`config.mk`:
```
export PLATFORM = sky130hd
export DESIGN_NAME = shift_chain_ctrl
export DESIGN_NICKNAME = d
export VERILOG_FILES = /design/src/rtl/shift_pkg.sv /design/src/rtl/shift_tick_gen.sv /design/src/rtl/shift_chain_ctrl.sv
export SDC_FILE = /design/constraint.sdc
export NUM_CORES = 1
export LEC_CHECK = 0
export BUFFER_PORTS_ARGS = -buffer_cell sky130_fd_sc_hd__buf_2
export CORE_ASPECT_RATIO = 1.4
export CORE_MARGIN = 4
export CORE_UTILIZATION = 35
export CTS_BUF_LIST = sky130_fd_sc_hd__clkbuf_16
export CTS_CLUSTER_DIAMETER = 30
export DETAILED_ROUTE_END_ITERATION = 10
export PLACE_DENSITY = 0.59
export SLEW_MARGIN = 0
export SYNTH_ARGS = -nofsm -noshare
export SYNTH_HDL_FRONTEND = slang
export SYNTH_SLANG_ARGS = --single-unit
```
`constraint.sdc`:
```
create_clock -name clk -period 2.1 [get_ports clk]
set_input_delay 0.21 -clock clk [delete_from_list [all_inputs] [get_ports clk]]
set_output_delay 0.21 -clock clk [all_outputs]
set_load 0.01 [all_outputs]
```
`src/rtl/shift_pkg.sv`:
```
// Shared definitions for the serial I/O chain sequencer.
//  - state_t : transaction sequencer states (2-bit encoding)
//  - clog2   : width helper for bit-index and counter registers (never returns less than 1)
package shift_pkg;

    typedef enum logic [1:0] {
        ST_IDLE  = 2'd0,
        ST_LOAD  = 2'd1,
        ST_SHIFT = 2'd2,
        ST_LATCH = 2'd3
    } state_t;

    function automatic int clog2(input int value);
        int r;
        r = 0;
        while ((1 << r) < value) r++;
        return (r < 1) ? 1 : r;
    endfunction

endpackage

```
`src/rtl/shift_tick_gen.sv`:
```
// Shift-clock phase strobe for the serial chain sequencer.
// Ports:
//  clk    in  system clock
//  nreset in  asynchronous active-low reset
//  clr    in  restart the divider so the first tick comes DIV cycles later
//  tick   out high for one clk every DIV clk cycles
module shift_tick_gen
    import shift_pkg::*;
#(
    parameter int DIV = 2
) (
    input  logic clk,
    input  logic nreset,
    input  logic clr,
    output logic tick
);

    localparam int            CW   = clog2(DIV);
    localparam logic [CW-1:0] LAST = CW'(DIV - 1);

    logic [CW-1:0] r_cnt;

    assign tick = (r_cnt == LAST);

    always_ff @(posedge clk or negedge nreset) begin
        if (!nreset) begin
            r_cnt <= '0;
        end else if (clr || tick) begin
            r_cnt <= '0;
        end else begin
            r_cnt <= r_cnt + CW'(1);
        end
    end

endmodule

```
`src/rtl/shift_chain_ctrl.sv`:
```
// Sequencer/arbiter for a 595-style output chain and a 165-style input chain that share
// one shift clock. CPU writes, CPU read requests and a periodic refresh are merged into
// full-chain transactions: parallel-load inputs, shift BITS bits out/in, latch outputs.
// Ports:
//  clk, nreset            system clock, asynchronous active-low reset
//  wr_valid/wr_data       output word write (MSB shifted first); wr_ready = no write pending
//  rd_req                 request a fresh input sample
//  rd_data/rd_valid       last captured input word; one-cycle update strobe
//  busy                   transaction in progress
//  sr_dout/sr_clk         serial data and shift clock to the chains
//  sr_latch               output storage latch (rising edge updates pins)
//  sr_load_n              input chain parallel load, active low
//  sr_din                 serial data from the input chain (already synchronised)
module shift_chain_ctrl
    import shift_pkg::*;
#(
    parameter int BITS    = 16,
    parameter int DIV     = 2,
    parameter int REFRESH = 1024
) (
    input  logic            clk,
    input  logic            nreset,
    input  logic            wr_valid,
    input  logic [BITS-1:0] wr_data,
    output logic            wr_ready,
    input  logic            rd_req,
    output logic [BITS-1:0] rd_data,
    output logic            rd_valid,
    output logic            busy,
    output logic            sr_dout,
    output logic            sr_clk,
    output logic            sr_latch,
    output logic            sr_load_n,
    input  logic            sr_din
);

    localparam int            BW       = clog2(BITS);
    localparam int            RW       = clog2((REFRESH > 1) ? REFRESH : 2);
    localparam logic [BW-1:0] BIT_MSB  = BW'(BITS - 1);
    localparam logic [RW-1:0] REF_LAST = (REFRESH > 0) ? RW'(REFRESH - 1) : '0;

    state_t          r_state;
    logic [BITS-1:0] r_shadow;
    logic [BITS-1:0] r_sreg;
    logic [BITS-1:0] r_rd_data;
    logic            r_rd_valid;
    logic            r_wr_pend;
    logic            r_rd_pend;
    logic [RW-1:0]   r_ref_cnt;
    logic [BW-1:0]   r_bit;
    logic            r_phase;
    logic            r_sr_clk;
    logic            r_sr_dout;
    logic            r_sr_latch;
    logic            r_sr_load_n;

    logic w_accept;
    logic w_ref_due;
    logic w_start;
    logic w_tick;

    assign w_accept  = wr_valid & ~r_wr_pend;
    assign w_ref_due = (REFRESH != 0) && (r_ref_cnt == REF_LAST);
    assign w_start   = (r_state == ST_IDLE) && (r_wr_pend || r_rd_pend || w_ref_due);

    assign wr_ready  = ~r_wr_pend;
    assign rd_data   = r_rd_data;
    assign rd_valid  = r_rd_valid;
    assign busy      = (r_state != ST_IDLE);
    assign sr_dout   = r_sr_dout;
    assign sr_clk    = r_sr_clk;
    assign sr_latch  = r_sr_latch;
    assign sr_load_n = r_sr_load_n;

    // Tick phase restarts at every transaction start so timing is identical per transaction.
    shift_tick_gen #(
        .DIV (DIV)
    ) u_tick (
        .clk    (clk),
        .nreset (nreset),
        .clr    (w_start),
        .tick   (w_tick)
    );

    // Request capture. Pending flags are consumed on the start edge; a request arriving on
    // that same edge stays pending and is served by the following transaction.
    always_ff @(posedge clk or negedge nreset) begin
        if (!nreset) begin
            r_shadow  <= '0;
            r_wr_pend <= 1'b0;
            r_rd_pend <= 1'b0;
            r_ref_cnt <= '0;
        end else begin
            if (w_accept) begin
                r_shadow <= wr_data;
            end
            if (w_start) begin
                r_wr_pend <= w_accept;
                r_rd_pend <= rd_req;
            end else begin
                if (w_accept) r_wr_pend <= 1'b1;
                if (rd_req)   r_rd_pend <= 1'b1;
            end
            // Refresh timer only advances while idle and restarts on any transaction.
            if (r_state == ST_IDLE) begin
                r_ref_cnt <= w_start ? '0 : r_ref_cnt + RW'(1);
            end
        end
    end

    // Transaction sequencer. r_sreg is shared: output bits leave from the MSB while input
    // bits enter at the LSB, so after BITS shifts it holds the captured input word.
    always_ff @(posedge clk or negedge nreset) begin
        if (!nreset) begin
            r_state     <= ST_IDLE;
            r_sreg      <= '0;
            r_rd_data   <= '0;
            r_rd_valid  <= 1'b0;
            r_bit       <= '0;
            r_phase     <= 1'b0;
            r_sr_clk    <= 1'b0;
            r_sr_dout   <= 1'b0;
            r_sr_latch  <= 1'b0;
            r_sr_load_n <= 1'b1;
        end else begin
            r_rd_valid <= 1'b0;
            case (r_state)
                ST_IDLE: begin
                    if (w_start) begin
                        r_state     <= ST_LOAD;
                        r_sr_load_n <= 1'b0;
                        r_sreg      <= r_shadow;
                    end
                end
                ST_LOAD: begin
                    if (w_tick) begin
                        r_state     <= ST_SHIFT;
                        r_sr_load_n <= 1'b1;
                        r_bit       <= BIT_MSB;
                        r_phase     <= 1'b0;
                        r_sr_clk    <= 1'b0;
                        r_sr_dout   <= r_sreg[BITS-1];
                    end
                end
                ST_SHIFT: begin
                    if (w_tick) begin
                        if (!r_phase) begin
                            // Rising shift clock: sample input bit, advance output bit.
                            r_sr_clk <= 1'b1;
                            r_sreg   <= {r_sreg[BITS-2:0], sr_din};
                            r_phase  <= 1'b1;
                        end else begin
                            r_sr_clk  <= 1'b0;
                            r_phase   <= 1'b0;
                            r_sr_dout <= r_sreg[BITS-1];
                            if (r_bit == '0) begin
                                r_state    <= ST_LATCH;
                                r_sr_latch <= 1'b1;
                            end else begin
                                r_bit <= r_bit - BW'(1);
                            end
                        end
                    end
                end
                ST_LATCH: begin
                    if (w_tick) begin
                        r_state    <= ST_IDLE;
                        r_sr_latch <= 1'b0;
                        r_rd_data  <= r_sreg;
                        r_rd_valid <= 1'b1;
                    end
                end
                default: begin
                    r_state <= ST_IDLE;
                end
            endcase
        end
    end

endmodule
```
==> flow_metrics.tcl <==
set metrics [dict create \
    ys_ff_latch 72 \
    antenna_left 0 \
    post_drt_wl_per_cell_um 14.67 \
    crit_path_end_kind "flop" \
    numCtsBuffers 9 \
    startpoint "r_bit[0]" \
    setup_tns_ns 0 \
    dpl_worst_slack_ns 0.1499 \
    yosysUniqueCellTypes 37 \
    cts.sinks 72 \
    cts_max_path_buffers 2 \
    worstPathCellList "inv_1 -> ha_1 -> nor3b_1 -> and3_1 -> o221ai_2 -> mux2_1" \
    hold_viol_final 0 \
    coreArea_mm2 0.009029 \
    p_leak_nw 1.744 \
    grt_start_max_net_pins 73 \
    drt_wl_total_mm 6.279 \
    cts_setup_buffers 0 \
    dp_hpwl_mm 4.240 \
    grt_pass1_vias 2147 \
    dr.first_iter.drc_count 105 \
    row_count 41 \
    met2_length_mm 3.138 \
    skew_ns 0.006210 \
    drc 0 \
    grt_overflow_total 0 \
    cpPeakStageDelay_ns 0.39 \
    yosys.area.top_type "dfrtp_1" \
    most-common-layout-cells "dfrtp_1 (71), buf_2 (43), mux2_2 (34), mux2i_1 (21)" \
    synth-edff-count 0 \
    cp.arrival_ns 2.02 \
    die_height_um 121.5 \
    layout_setup_ws_ns 0.2822 \
    startpoint_type "flop" \
    io_pins 44 \
    hold_start "rd_req" \
    fin_hold_ws_ns 0.06439 \
    path_buf_inv 1 \
    routed.top_layer "met4" \
    yosys_most_used_dff "dfrtp_1" \
    hold_path.class "in2reg" \
    initial_core_util_pct 35.70 \
    cpMaxStageDelayCell "dfrtp_1" \
    syn_nets 294 \
    synth.top_cell.area_share_pct 55.12 \
    slew_headroom_pct 74.38 \
    vias 2160 \
    cp_top_family "simple AND/OR/NAND/NOR gates" \
    critPathMaxFanout 3 \
    slew_violations 0 \
    cap_violations 0 \
    wl_met3_um 197 \
    outcome "finished clean" \
    rr_startpoint "r_bit[0]" \
    ys_warn_count 0 \
    tightest_slew_ns 0.3843 \
    clk_latency_ns 0.33 \
    htree_levels 3 \
    critPathKind "reg2reg" \
    portBuffers 43 \
    clock.fmax_mhz 550.1 \
    clockRootBuffer "clkbuf_16" \
    reg2reg_to "r_state[1]" \
    layout_commonest_cell "dfrtp_1" \
    rsz0062_at_grt "no" \
    die-area_mm2 0.01083 \
    drive_gt1_share_pct 32.71 \
    ys_top_cells_by_area "dfrtp_1 (55%), mux2_2 (12%), mux2i_1 (6.5%)" \
    syn_area_mm2 0.003223 \
    cts_tree "yes" \
    grt_pass1_wl_mm 10.36 \
    ff2ff_setup_slack_ns 0.28 \
    gp_congestion 0.7835 \
    period_share_pct 86.56 \
    track_usage_pct 12.56 \
    first_pass_iters 4 \
    period_minus_slack_ns 1.818 \
    whs_path_depth 2 \
    r2r_cells 6 \
    die_w_um 89.11 \
    p_per_area_mw_per_mm2 1550 \
    hold-path-endpoint "r_rd_pend" \
    nets 345 \
    seq_area_frac_synth_pct 55.94 \
    cts.clk_slew.worst_paths_ns 0.06 \
    worstPathRequired_ns 2.30 \
    synthArstFlopShare_pct 100.0 \
    drt-met1-wl_mm 2.856 \
    n_antenna_cell 0 \
    antenna_found_initial 0 \
    synth_cells 266 \
    synthToLayoutAreaGrowth_pct 20.07 \
    finalSetupViolations 0 \
    synth_area_per_cell_um2 12.12 \
    viasPerCell 5.047 \
    ir_drop_mv 0.9085 \
]
[state kept, by name, summed over array words and instances, names as in the netlist]
register,flops
sr_clk,1
u_tick.tick,1
r_rd_pend,1
r_sreg,16
r_bit,4
sr_load_n,1
r_wr_pend,1
r_state,2
rd_data,16
r_shadow,16
rd_valid,1
sr_latch,1
r_ref_cnt,10
sr_dout,1
[cell families after synthesis]
group,Yosys count,synth area share (%)
compound gates,47,9.588
xor+xnor,7,1.902
simple gates,53,8.074
buf+inv,24,3.028
mux,56,18.75
fa+ha+maj,7,2.717
flops,72,55.94
[report_power, final]
| group | total [mW] | internal [mW] | switching, mW |
|---|---|---|---|
| logic | 2.25 | 1.12 | 1.13 |
| registers | 2.44 | 2.01 | 0.424 |
| clock network | 1.31 | 0.776 | 0.533 |
[stage by stage]
step / std cells / utilization [%] / power, mW / area, um^2
2_1_floorplan: 266 / - / 3.998 / 3223
3_3_place_gp: 412 / 39.87 / 4.688 / 3600
3_5_place_dp: 412 / 39.87 / 4.743 / 3600
4_1_cts: 428 / 42.81 / 6.093 / 3865
5_1_grt: 428 / 42.86 / 6.474 / 3870
6_report: 428 / 42.86 / 5.998 / 3870
[worst max-delay path by stage]
stage,end,depth (start not counted)
global route,r_state[1],6
CTS,r_sreg[10],7
finish,r_state[1],6
global placement,r_sreg[10],7
detailed placement,r_sreg[1],7
floorplan,r_state[1],6
[cell type report]
cell class / instances / area [um^2]
timing repair buffer: 53 / 305.3
multi-input combinational: 170 / 1331
tap: 107 / 133.9
fill: 876 / 5159
inverter: 11 / 41.29
clock buffer: 9 / 225.2
clock inverter: 6 / 30.03
sequential: 72 / 1803
[cell usage after synthesis, drive strengths merged, types with 2 or more instances]
library cell  count
nand3             3
inv              11
a21oi            17
ha                7
and3              2
nand2            12
nor3              5
and2              2
nand4             4
xnor2             4
o21ai             4
dfrtp            71
mux2i            21
a21o              2
nor2b             2
a31oi            16
nor2             17
nor3b             3
clkbuf            6
a22o              2
mux2             35
xor2              3
buf               7
[worst reg2reg max path: cells and delay by family (launching register included)]
family                     cells  cell delay [ns]
and+or+nand+nor                2             0.56
buffers and inverters          1             0.09
AOI/OAI and AO/OA              1             0.14
muxes                          1             0.33
adders and majority gates      1             0.18
DFF                            1             0.39
[timing repair]
action / 4_1_cts / 5_1_grt
endpoints found under the setup margin: 0 / 11
hold buffers: 1 / 0
resized for setup: 0 / 1
hold endpoints to repair: 71 / 0
[routing by layer]
metal	vias up	GRT usage, %
li1	1046	-
met1	1082	16.04
met2	28	19.79
met3	4	3.315
met4	0	5.587
met5	-	0
(Power assumes the default switching activity.)
